==> config.mk <==
export PLATFORM = sky130hd
export DESIGN_NAME = usb_rx_pkt_decoder
export DESIGN_NICKNAME = d
export VERILOG_FILES = /design/src/rtl/usb_rx_pkt_decoder.sv
export SDC_FILE = /design/constraint.sdc
export NUM_CORES = 1
export LEC_CHECK = 0
export CAP_MARGIN = 20
export CORE_MARGIN = 1.5
export CORE_UTILIZATION = 40
export CTS_CLUSTER_DIAMETER = 80
export DETAILED_ROUTE_END_ITERATION = 10
export GPL_ROUTABILITY_DRIVEN = 0
export PLACE_DENSITY = 0.63
export SETUP_SLACK_MARGIN = 0.5
export SLEW_MARGIN = 15
export SYNTH_ARGS = -nofsm -noshare
export SYNTH_HDL_FRONTEND = slang
export SYNTH_SLANG_ARGS = --single-unit
==> constraint.sdc <==
create_clock -name clk_i -period 5.6 [get_ports clk_i]
set_input_delay 1.4 -clock clk_i [delete_from_list [all_inputs] [get_ports clk_i]]
set_output_delay 1.4 -clock clk_i [all_outputs]
set_load 0.05 [all_outputs]
==> src/rtl/usb_rx_pkt_decoder.sv <==
// USB receive packet decoder: takes destuffed LSB-first bits between SYNC and EOP,
// classifies the PID, extracts token/SOF fields, streams DATA payload and checks CRC5/CRC16.
module usb_rx_pkt_decoder #(
    parameter int MAX_PKT_BYTES = 64,
    parameter int CHECK_CRC     = 1
) (
    input  logic        clk_i,
    input  logic        rst_i,
    input  logic        rx_packet_st_i,
    input  logic        rx_packet_ed_i,
    input  logic        rx_data_i,
    input  logic        rx_den_i,
    output logic [3:0]  rx_pid_o,
    output logic [1:0]  rx_packet_type_o,
    output logic [6:0]  rx_addr_o,
    output logic [3:0]  rx_endp_o,
    output logic [10:0] rx_frame_o,
    output logic [7:0]  rx_byte_o,
    output logic        rx_byte_vld_o,
    output logic [10:0] rx_byte_cnt_o,
    output logic        rx_pkt_done_o,
    output logic        rx_pid_error_o,
    output logic        rx_crc_error_o,
    output logic        rx_len_error_o
);

    typedef enum logic [2:0] {IDLE, PID, TOKEN, DATA, HSHK, DROP} state_t;

    localparam logic [10:0] MAX_CNT   = 11'(MAX_PKT_BYTES);
    localparam logic [4:0]  CRC5_RES  = 5'b01100;
    localparam logic [15:0] CRC16_RES = 16'h800D;

    state_t      state_q, state_d;
    logic [4:0]  bit_cnt_q, bit_cnt_d;
    logic [6:0]  pid_sr_q, pid_sr_d;
    logic [10:0] tok_q, tok_d;
    logic [4:0]  crc5_q, crc5_d;
    logic [15:0] crc16_q, crc16_d;
    logic [6:0]  byte_sr_q, byte_sr_d;
    logic [7:0]  hold0_q, hold0_d, hold1_q, hold1_d;
    logic [1:0]  hold_cnt_q, hold_cnt_d;
    logic        pid_err_q, pid_err_d, len_err_q, len_err_d;
    logic [3:0]  pid_q, pid_d;
    logic [1:0]  type_q, type_d;
    logic [6:0]  addr_q, addr_d;
    logic [3:0]  endp_q, endp_d;
    logic [10:0] frame_q, frame_d;
    logic [7:0]  out_byte_q, out_byte_d;
    logic        byte_vld_q, byte_vld_d;
    logic [10:0] byte_cnt_q, byte_cnt_d;
    logic        done_q, done_d;
    logic        err_pid_q, err_pid_d, err_crc_q, err_crc_d, err_len_q, err_len_d;

    logic [7:0]  pid_full, new_byte;
    logic [1:0]  pid_type;
    logic        pid_ok, fin_len, fin_crc;

    assign pid_full = {rx_data_i, pid_sr_q};
    assign new_byte = {rx_data_i, byte_sr_q};

    always_comb begin
        pid_type = 2'd0;
        pid_ok   = 1'b1;
        case (pid_full[3:0])
            4'b0001, 4'b1001, 4'b1101: pid_type = 2'd1;
            4'b0101:                   pid_type = 2'd0;
            4'b0011, 4'b1011:          pid_type = 2'd2;
            4'b0010, 4'b1010, 4'b1110: pid_type = 2'd3;
            default:                   pid_ok   = 1'b0;
        endcase
        if (pid_full[7:4] != ~pid_full[3:0]) pid_ok = 1'b0;
    end

    always_comb begin
        state_d    = state_q;
        bit_cnt_d  = bit_cnt_q;
        pid_sr_d   = pid_sr_q;
        tok_d      = tok_q;
        crc5_d     = crc5_q;
        crc16_d    = crc16_q;
        byte_sr_d  = byte_sr_q;
        hold0_d    = hold0_q;
        hold1_d    = hold1_q;
        hold_cnt_d = hold_cnt_q;
        pid_err_d  = pid_err_q;
        len_err_d  = len_err_q;
        pid_d      = pid_q;
        type_d     = type_q;
        addr_d     = addr_q;
        endp_d     = endp_q;
        frame_d    = frame_q;
        out_byte_d = out_byte_q;
        byte_vld_d = 1'b0;
        byte_cnt_d = byte_cnt_q;
        done_d     = 1'b0;
        err_pid_d  = err_pid_q;
        err_crc_d  = err_crc_q;
        err_len_d  = err_len_q;
        fin_len    = 1'b0;
        fin_crc    = 1'b0;

        if (state_q != IDLE) begin
            // The bit of this cycle is consumed before any EOP/SYNC finalisation below.
            if (rx_den_i) begin
                case (state_q)
                    PID: begin
                        pid_sr_d  = {rx_data_i, pid_sr_q[6:1]};
                        bit_cnt_d = bit_cnt_q + 5'd1;
                        if (bit_cnt_q == 5'd7) begin
                            pid_d     = pid_full[3:0];
                            bit_cnt_d = '0;
                            if (pid_ok) begin
                                type_d  = pid_type;
                                state_d = (pid_type == 2'd2) ? DATA :
                                          (pid_type == 2'd3) ? HSHK : TOKEN;
                            end else begin
                                pid_err_d = 1'b1;
                                state_d   = DROP;
                            end
                        end
                    end
                    TOKEN: begin
                        crc5_d = {crc5_q[3:0], 1'b0} ^ ((crc5_q[4] ^ rx_data_i) ? 5'b00101 : 5'b0);
                        if (bit_cnt_q < 5'd11) tok_d = {rx_data_i, tok_q[10:1]};
                        if (bit_cnt_q != 5'd31) bit_cnt_d = bit_cnt_q + 5'd1;
                    end
                    DATA: begin
                        crc16_d   = {crc16_q[14:0], 1'b0} ^ ((crc16_q[15] ^ rx_data_i) ? 16'h8005 : 16'h0);
                        byte_sr_d = {rx_data_i, byte_sr_q[6:1]};
                        bit_cnt_d = {2'b00, bit_cnt_q[2:0] + 3'd1};
                        if (bit_cnt_q[2:0] == 3'd7) begin
                            // Two-byte holdback keeps the trailing CRC16 off the byte stream.
                            if (hold_cnt_q == 2'd2) begin
                                if (!len_err_q) begin
                                    if (byte_cnt_q == MAX_CNT) begin
                                        len_err_d = 1'b1;
                                    end else begin
                                        out_byte_d = hold0_q;
                                        byte_vld_d = 1'b1;
                                        byte_cnt_d = byte_cnt_q + 11'd1;
                                    end
                                end
                                hold0_d = hold1_q;
                                hold1_d = new_byte;
                            end else if (hold_cnt_q == 2'd1) begin
                                hold1_d    = new_byte;
                                hold_cnt_d = 2'd2;
                            end else begin
                                hold0_d    = new_byte;
                                hold_cnt_d = 2'd1;
                            end
                        end
                    end
                    HSHK:    len_err_d = 1'b1;
                    default: ;
                endcase
            end

            if (rx_packet_ed_i || rx_packet_st_i) begin
                case (state_d)
                    PID:   fin_len = 1'b1;
                    TOKEN: begin
                        fin_len = (bit_cnt_d != 5'd16);
                        fin_crc = (crc5_d != CRC5_RES);
                    end
                    DATA: begin
                        fin_len = len_err_d || (bit_cnt_d[2:0] != 3'd0) || (hold_cnt_d != 2'd2);
                        fin_crc = (crc16_d != CRC16_RES);
                    end
                    HSHK:    fin_len = len_err_d;
                    default: ;
                endcase
                if (rx_packet_st_i) fin_len = 1'b1;
                if (CHECK_CRC == 0) fin_crc = 1'b0;
                done_d    = 1'b1;
                err_pid_d = pid_err_d;
                err_crc_d = fin_crc;
                err_len_d = fin_len;
                if (state_d == TOKEN && !fin_len && !fin_crc) begin
                    if (type_d == 2'd0) begin
                        frame_d = tok_d;
                    end else begin
                        addr_d = tok_d[6:0];
                        endp_d = tok_d[10:7];
                    end
                end
                state_d = IDLE;
            end
        end

        if (rx_packet_st_i) begin
            state_d    = PID;
            bit_cnt_d  = '0;
            crc5_d     = 5'h1F;
            crc16_d    = 16'hFFFF;
            byte_cnt_d = '0;
            hold_cnt_d = '0;
            pid_err_d  = 1'b0;
            len_err_d  = 1'b0;
        end
    end

    always_ff @(posedge clk_i or posedge rst_i) begin
        if (rst_i) begin
            state_q    <= IDLE;
            bit_cnt_q  <= '0;
            pid_sr_q   <= '0;
            tok_q      <= '0;
            crc5_q     <= 5'h1F;
            crc16_q    <= 16'hFFFF;
            byte_sr_q  <= '0;
            hold0_q    <= '0;
            hold1_q    <= '0;
            hold_cnt_q <= '0;
            pid_err_q  <= 1'b0;
            len_err_q  <= 1'b0;
            pid_q      <= '0;
            type_q     <= '0;
            addr_q     <= '0;
            endp_q     <= '0;
            frame_q    <= '0;
            out_byte_q <= '0;
            byte_vld_q <= 1'b0;
            byte_cnt_q <= '0;
            done_q     <= 1'b0;
            err_pid_q  <= 1'b0;
            err_crc_q  <= 1'b0;
            err_len_q  <= 1'b0;
        end else begin
            state_q    <= state_d;
            bit_cnt_q  <= bit_cnt_d;
            pid_sr_q   <= pid_sr_d;
            tok_q      <= tok_d;
            crc5_q     <= crc5_d;
            crc16_q    <= crc16_d;
            byte_sr_q  <= byte_sr_d;
            hold0_q    <= hold0_d;
            hold1_q    <= hold1_d;
            hold_cnt_q <= hold_cnt_d;
            pid_err_q  <= pid_err_d;
            len_err_q  <= len_err_d;
            pid_q      <= pid_d;
            type_q     <= type_d;
            addr_q     <= addr_d;
            endp_q     <= endp_d;
            frame_q    <= frame_d;
            out_byte_q <= out_byte_d;
            byte_vld_q <= byte_vld_d;
            byte_cnt_q <= byte_cnt_d;
            done_q     <= done_d;
            err_pid_q  <= err_pid_d;
            err_crc_q  <= err_crc_d;
            err_len_q  <= err_len_d;
        end
    end

    assign rx_pid_o         = pid_q;
    assign rx_packet_type_o = type_q;
    assign rx_addr_o        = addr_q;
    assign rx_endp_o        = endp_q;
    assign rx_frame_o       = frame_q;
    assign rx_byte_o        = out_byte_q;
    assign rx_byte_vld_o    = byte_vld_q;
    assign rx_byte_cnt_o    = byte_cnt_q;
    assign rx_pkt_done_o    = done_q;
    assign rx_pid_error_o   = err_pid_q;
    assign rx_crc_error_o   = err_crc_q;
    assign rx_len_error_o   = err_len_q;

endmodule

==> results of run 1 <==
## where the power goes
| group | total [uW] | leakage [uW] | internal (uW) | switching, uW |
|---|---|---|---|---|
| Clock | 1130 | 0.000299 | 706 | 427 |
| Combinational | 160 | 0.00137 | 67.2 | 93.3 |
| Sequential | 973 | 0.00166 | 931 | 41.9 |
## metrics by stage
step,area [sq um],total power (uW),util [%]
6_report,7310,2270,50.3
5_1_grt,7310,2350,50.3
4_1_cts,7310,2290,50.3
3_5_place_dp,6700,1150,46.1
3_3_place_gp,6700,1150,46.1
2_1_floorplan,5950,1120,-
## sequential cells by signal, indices dropped and copies added, names as in the netlist, 2 cells and up
signal            cells
crc16_q              16
rx_byte_cnt_o        11
rx_frame_o           11
tok_q                11
hold0_q               8
hold1_q               8
rx_byte_o             8
byte_sr_q             7
pid_sr_q              7
rx_addr_o             7
bit_cnt_q             5
crc5_q                5
rx_endp_o             4
rx_pid_o              4
state_q               3
hold_cnt_q            2
rx_packet_type_o      2
## synth_stat cells (3+ instances only)
cell type  count  share of area [%]
buf_4          3               0.38
ha_1           8                1.7
nand3_1        9               0.76
nand4_1        4               0.42
nor4_1         7               0.74
nand2_1       78                4.9
o21bai_1       5               0.63
xnor2_1        8                1.2
o21ai_0       11               0.92
a31oi_1        5               0.53
mux2_2        44                8.3
mux2_4         9                2.3
and3_1         9               0.95
or3_1          5               0.53
dfrtp_1      105                 44
mux2_1         4               0.76
a211o_1        3               0.44
nor2_1        42                2.6
nand3b_1      14                1.8
nand2b_1       8               0.84
inv_1         16                1.0
xor2_1         8                1.2
mux2i_1       10                1.7
clkbuf_1      17                1.1
a21o_1         6               0.76
buf_2          4               0.34
nor2b_1        5               0.53
nor3_1         7               0.59
a21oi_1       22                1.8
dfstp_2       21                9.3
## logic make-up (layout without fill, tap and decap cells)
logic type | Yosys count | after routing | synth area share [%]
compound gates | 69 | 69 | 8.17
xor+xnor | 17 | 17 | 2.73
fa+ha+maj | 8 | 8 | 1.68
buf+inv | 43 | 114 | 3.24
flops | 126 | 126 | 53.4
mux | 67 | 67 | 13.0
simple gates | 206 | 206 | 17.8
## critical path: cells and delay by family
family,cells,cell delay [ns]
AOI/OAI and AO/OA,3,0.88
and+or+nand+nor,3,0.98
buffers and inverters,2,0.91
muxes,1,0.35
## final timing paths
path	startpoint	endpoint	slack, ns	cells past startpoint
worst max register to register	bit_cnt_q[0]$_DFFE_PP0N_	rx_endp_o[3]$_DFFE_PP0P_	2.03	12
worst min-delay path	rx_pid_o[1]$_DFFE_PP0P_	rx_pid_o[1]$_DFFE_PP0P_	0.49	2
min in group asynchronous	rst_i	rx_frame_o[7]$_DFFE_PP0P_	1.52	2
worst max-delay path	rx_den_i	rx_endp_o[3]$_DFFE_PP0P_	1.37	9
worst min register to register	rx_pid_o[1]$_DFFE_PP0P_	rx_pid_o[1]$_DFFE_PP0P_	0.49	2
max in group asynchronous	rst_i	hold_cnt_q[1]$_DFFE_PP0N_	3.17	3
## placed cells by master, fill, tap and decap left out, drive strengths merged, types with 2 or more instances in the layout
master	Yosys	routed
dfrtp	105	105
nand2	78	78
clkdlybuf4s50	0	57
mux2	57	57
nor2	42	42
a21oi	22	22
dfstp	21	21
inv	16	20
clkbuf	17	17
nand3b	14	14
o21ai	12	12
mux2i	10	10
nand3	9	9
and3	9	9
buf	10	9
xnor2	8	8
xor2	8	8
nand2b	8	8
ha	8	8
nor4	8	8
nor3	8	8
clkinv	0	7
a21o	6	6
or3	5	5
a31oi	5	5
o21bai	5	5
nor2b	5	5
nand4	5	5
a211o	3	3
bufinv	0	3
a211oi	2	2
and4bb	2	2
nor3b	2	2
o32a	2	2
a311oi	2	2
or2	2	2
nor4b	2	2
## area by class of cell
| class | instances | area [sq um] |
|---|---|---|
| Sequential cell | 126 | 3180 |
| Clock inverter | 15 | 186 |
| Clock buffer | 17 | 425 |
| Inverter | 16 | 62.6 |
| Multi-Input combinational cell | 367 | 2590 |
| Fill cell | 1314 | 7220 |
| Tap cell | 184 | 230 |
| Timing Repair Buffer | 66 | 638 |
## metal layers
| layer | GRT usage (%) | wire length (um) | vias up |
|---|---|---|---|
| li1 | - | - | 1984 |
| met1 | 22.5 | 5760 | 2025 |
| met2 | 25.9 | 5690 | 84 |
| met3 | 4.32 | 491 | 25 |
| met4 | 6.08 | 207 | 0 |
| met5 | 0 | 0 | - |
==> results.json, run 1 <==
{
  "worstSkewPairLatency_ns": 0.43,
  "antenna_cells": 0,
  "cts-root-buf": "clkbuf_16",
  "ys_warn_count": 0,
  "cts_tree": "done",
  "rsz0062_at_grt": "no",
  "die-area_sq_mm": 0.0156,
  "vias": 4118,
  "critPathMaxFanout": 11,
  "die_w_um": 125,
  "tightest_slew_ns": 1.02,
  "dp_cells": 759,
  "critPathMaxStageDelay_ns": 0.63,
  "async_flop_share_pct": 100,
  "crit_path_end_kind": "register",
  "numPortBuffers": 57,
  "syn-cell-area_sq_mm": 0.00595,
  "ys.flop_type": "dfrtp_1",
  "avgRoutedWirePerCell_um": 15.4,
  "cts_buffers": 17,
  "worstPathArrival_ns": 4.54,
  "nets": 608,
  "synth_nets": 550,
  "stdcell_count": 791,
  "hold_viol": 0,
  "setup_viol": 0,
  "slowest_stage": "clkdlybuf4s50_1",
  "path_clk_slew_ns": 0.06,
  "period_needed_ns": 4.23,
  "core_area_sq_mm": 0.0145,
  "antenna_found_initial": 0,
  "first_pass_iters": 4,
  "start_util_pct": 41.0,
  "cts_buffer_depth": 2,
  "grt-ovfl-total": 0,
  "ant_nets": 0,
  "clock-sinks": 126,
  "fin_hold_ws_ns": 0.485,
  "p_per_area_mw_per_mm2": 310,
  "setup_slack_ns": 1.37,
  "path_cells": "clkdlybuf4s50_1 -> and4bb_1 -> and2_1 -> a41oi_1 -> a211oi_2 -> nand4_2 -> a2111oi_4 -> buf_4 -> mux2_1",
  "setup_tns_ns": 0,
  "dp_hpwl_mm": 8.07,
  "ctsHoldBuffers": 0,
  "synth_seq_cells": 126,
  "drv_cap": 0,
  "synth_edf_count": 0,
  "skew_ns": 0.00903,
  "area_growth_pct": 22.8,
  "outcome": "completed",
  "synthCells": 536,
  "drc": 0,
  "post_route_cells_drive_above_1_share_pct": 21.3,
  "dieHeight_um": 125,
  "cts_resized": 0,
  "track_usage_pct": 16.6,
  "htreeDepth": 4,
  "postCtsSetupBuffers": 0,
  "grt_pass1_wl_mm": 21.0,
  "worst_hold_path_type": "register to register",
  "slew_headroom_pct": 31.6,
  "max_freq_ghz": 0.236,
  "first_iter_violations": 351,
  "peakVddDrop_mv": 0.206,
  "rows": 44,
  "grt_pass1_vias": 4237,
  "post-route-period-util_pct": 75.5,
  "setup.worst_path.start_class": "input pin",
  "worst-setup-path-type": "input pin to register",
  "avgSynthCellArea_sq_um": 11.1,
  "ios": 58,
  "maxSlewViolCount": 0,
  "post-place-ws_ns": 0.963,
  "cp.required_ns": 5.91,
  "seq_area_frac_synth_pct": 53.4,
  "wirelength_mm": 12.2,
  "grt_max_degree": 71,
  "p_leak_uw": 0.00333,
  "synth.distinct_cells": 64,
  "drt-vias-per-instance": 5.21
}
Power figures use the tool's default switching activity.
==> run 2: changes to the inputs <==
--- a/config.mk
+++ b/config.mk
@@ -11,7 +11,7 @@
 export CTS_CLUSTER_DIAMETER = 80
 export DETAILED_ROUTE_END_ITERATION = 10
 export GPL_ROUTABILITY_DRIVEN = 0
-export PLACE_DENSITY = 0.63
+export PLACE_DENSITY = 0.66
 export SETUP_SLACK_MARGIN = 0.5
 export SLEW_MARGIN = 15
 export SYNTH_ARGS = -nofsm -noshare
==> constraint.sdc (replaced) <==
create_clock -name clk_i -period 3.8 [get_ports clk_i]
set_input_delay 0.95 -clock clk_i [delete_from_list [all_inputs] [get_ports clk_i]]
set_output_delay 0.95 -clock clk_i [all_outputs]
set_load 0.05 [all_outputs]
==> run 2 against run 1 <==
Compared with the run above: clock skew shrank 0.00092 ns; cell count grew 4.2%; total power grew 48%; worst hold slack lost 0.012 ns; non-clock buffer count grew 33; first-iteration DRC count shrank 18%; register-to-register slack lost 1.4 ns; critical path depth grew 4; sequential share of layout area shrank 2.2 points; critical path type is now register to register; clock-buffer cell count is the same.
==> results.json, run 2 (synthesis results as in run 1) <==
{
  "place_area_sq_mm": 0.00695,
  "hold_depth": 2,
  "drc": 0,
  "slew_headroom_pct": 41.9,
  "fin_util_pct": 53.0,
  "dp_hpwl_mm": 8.56,
  "grt_pass1_wl_mm": 22.0,
  "p_per_area_mw_per_mm2": 437,
  "start_util_pct": 41.0,
  "holdPathEnd": "rx_pid_o[1]$_DFFE_PP0P_",
  "nets": 641,
  "critPathMaxFanout": 5,
  "setup_slack_ns": 0.612,
  "vias": 4328,
  "die-area_sq_mm": 0.0156,
  "ant_nets": 0,
  "fill_cells": 1261,
  "avgRoutedWirePerCell_um": 15.6,
  "grt_pass1_vias": 4518,
  "max_freq_ghz": 0.314,
  "final_common_cell": "dfrtp_1",
  "power_uw": 3370,
  "antenna_cells": 0,
  "seq_area_sq_mm": 0.00318,
  "die_w_um": 125,
  "skew_ns": 0.00810,
  "wirelength_mm": 12.9,
  "cts_tree": "done",
  "area_growth_pct": 29.5,
  "rsz0062_at_grt": "no",
  "regMostFlops": "crc16_q",
  "track_usage_pct": 17.4,
  "maxSlewViolCount": 0,
  "final_cell_mix": "dfrtp_1 (103), nand2_1 (78), clkdlybuf4s50_1 (56), mux2_2 (43), nor2_1 (41)",
  "cts_buffer_depth": 2,
  "timing.rr.start": "bit_cnt_q[0]$_DFFE_PP0N_",
  "cts-root-buf": "clkbuf_16",
  "fin_hold_ws_ns": 0.474,
  "min_from": "rx_pid_o[1]$_DFFE_PP0P_",
  "post-route-period-util_pct": 83.9,
  "peakVddDrop_mv": 0.333,
  "clock-sinks": 126,
  "drv_cap": 0,
  "rr_endpoint": "rx_endp_o[1]$_DFFE_PP0P_",
  "hold_viol": 0,
  "grt_max_degree": 59,
  "outcome": "completed",
  "worst_hold_path_type": "register to register",
  "reg2reg_slack_ns": 0.61,
  "worstSkewPairLatency_ns": 0.41,
  "grt-ovfl-total": 0,
  "multi_input_area_sq_mm": 0.00267,
  "post-place-ws_ns": -0.272,
  "crit_path_end_kind": "register",
  "period_needed_ns": 3.19,
  "first_iter_violations": 289,
  "largest_register_ffs": 16,
  "dieHeight_um": 125,
  "antenna_found_initial": 0,
  "worst-setup-path-type": "register to register",
  "rows": 44,
  "reg2regPathDepth": 13,
  "path_clk_slew_ns": 0.06,
  "design_area_sq_mm": 0.00771,
  "first_pass_iters": 4,
  "drt-vias-per-instance": 5.25,
  "tightest_slew_ns": 0.860,
  "numPortBuffers": 57,
  "worstPathArrival_ns": 3.48,
  "cts_buffers": 17,
  "cp.required_ns": 4.09,
  "p_leak_uw": 0.00351,
  "core_area_sq_mm": 0.0145,
  "htreeDepth": 4,
  "ios": 58,
  "setup.worst_path.start_class": "register",
  "post_route_cells_drive_above_1_share_pct": 26.9,
  "setup_viol": 0
}
-- run 2: critical path, stage by stage, from the launching register on --
cell and delay (ns):
dfrtp_2 0.45, ha_4 0.19, nand3_2 0.08, inv_2 0.05, ha_4 0.16, nand2b_1 0.15, a21oi_2 0.19, mux2_4 0.34
a221oi_4 0.34, nand4_4 0.16, a2111oi_4 0.30, buf_4 0.20, clkbuf_16 0.16, mux2_4 0.29
-- run 2: area by class of cell --
class	count	share of cell area [%]
Clock buffer	17	5.52
Timing Repair Buffer	99	12.4
Clock inverter	15	2.43
Tap cell	184	2.99
Inverter	16	0.828
Sequential cell	126	41.3
Multi-Input combinational cell	367	34.6
-- run 2: how the worst max path moves through the flow --
stage                                   from                         to  slack [ns]  depth (start not counted)
finish              bit_cnt_q[0]$_DFFE_PP0N_   rx_endp_o[1]$_DFFE_PP0P_        0.61                         13
floorplan           bit_cnt_q[0]$_DFFE_PP0N_   rx_endp_o[3]$_DFFE_PP0P_        0.62                         12
detailed placement                  rx_den_i  rx_frame_o[9]$_DFFE_PP0P_       -0.27                          8
CTS                 bit_cnt_q[0]$_DFFE_PP0N_   rx_addr_o[6]$_DFFE_PP0P_        0.51                         12
global route        bit_cnt_q[0]$_DFFE_PP0N_   rx_addr_o[6]$_DFFE_PP0P_        0.49                         13
global placement                    rx_den_i  rx_frame_o[4]$_DFFE_PP0P_       -0.25                          8
-- run 2: report_power, final --
group	total, uW	switching (uW)	internal (uW)
Clock	1660	618	1040
Combinational	272	155	116
Sequential	1440	63.9	1370
-- run 2: metrics by stage --
step                std cells  TNS [ns]
detailed placement        787     -3.07
floorplan                 536         0
global placement          787     -2.76
CTS                       820         0
finish                    824         0
global route              824         0
-- run 2: per-layer routing --
layer | vias to the layer above | global-route usage [%] | wire, um
li1 | 2060 | - | -
met1 | 2162 | 22.0 | 5830
met2 | 93 | 28.3 | 6430
met3 | 13 | 4.79 | 461
met4 | 0 | 7.09 | 136
met5 | - | 0 | 0
-- run 2: timing repair --
item	CTS	global route
hold buffers	0	0
setup endpoints to repair	22	22
pin swaps	2	8
buffers inserted	1	3
gates cloned	0	1
gates resized for setup	3	14
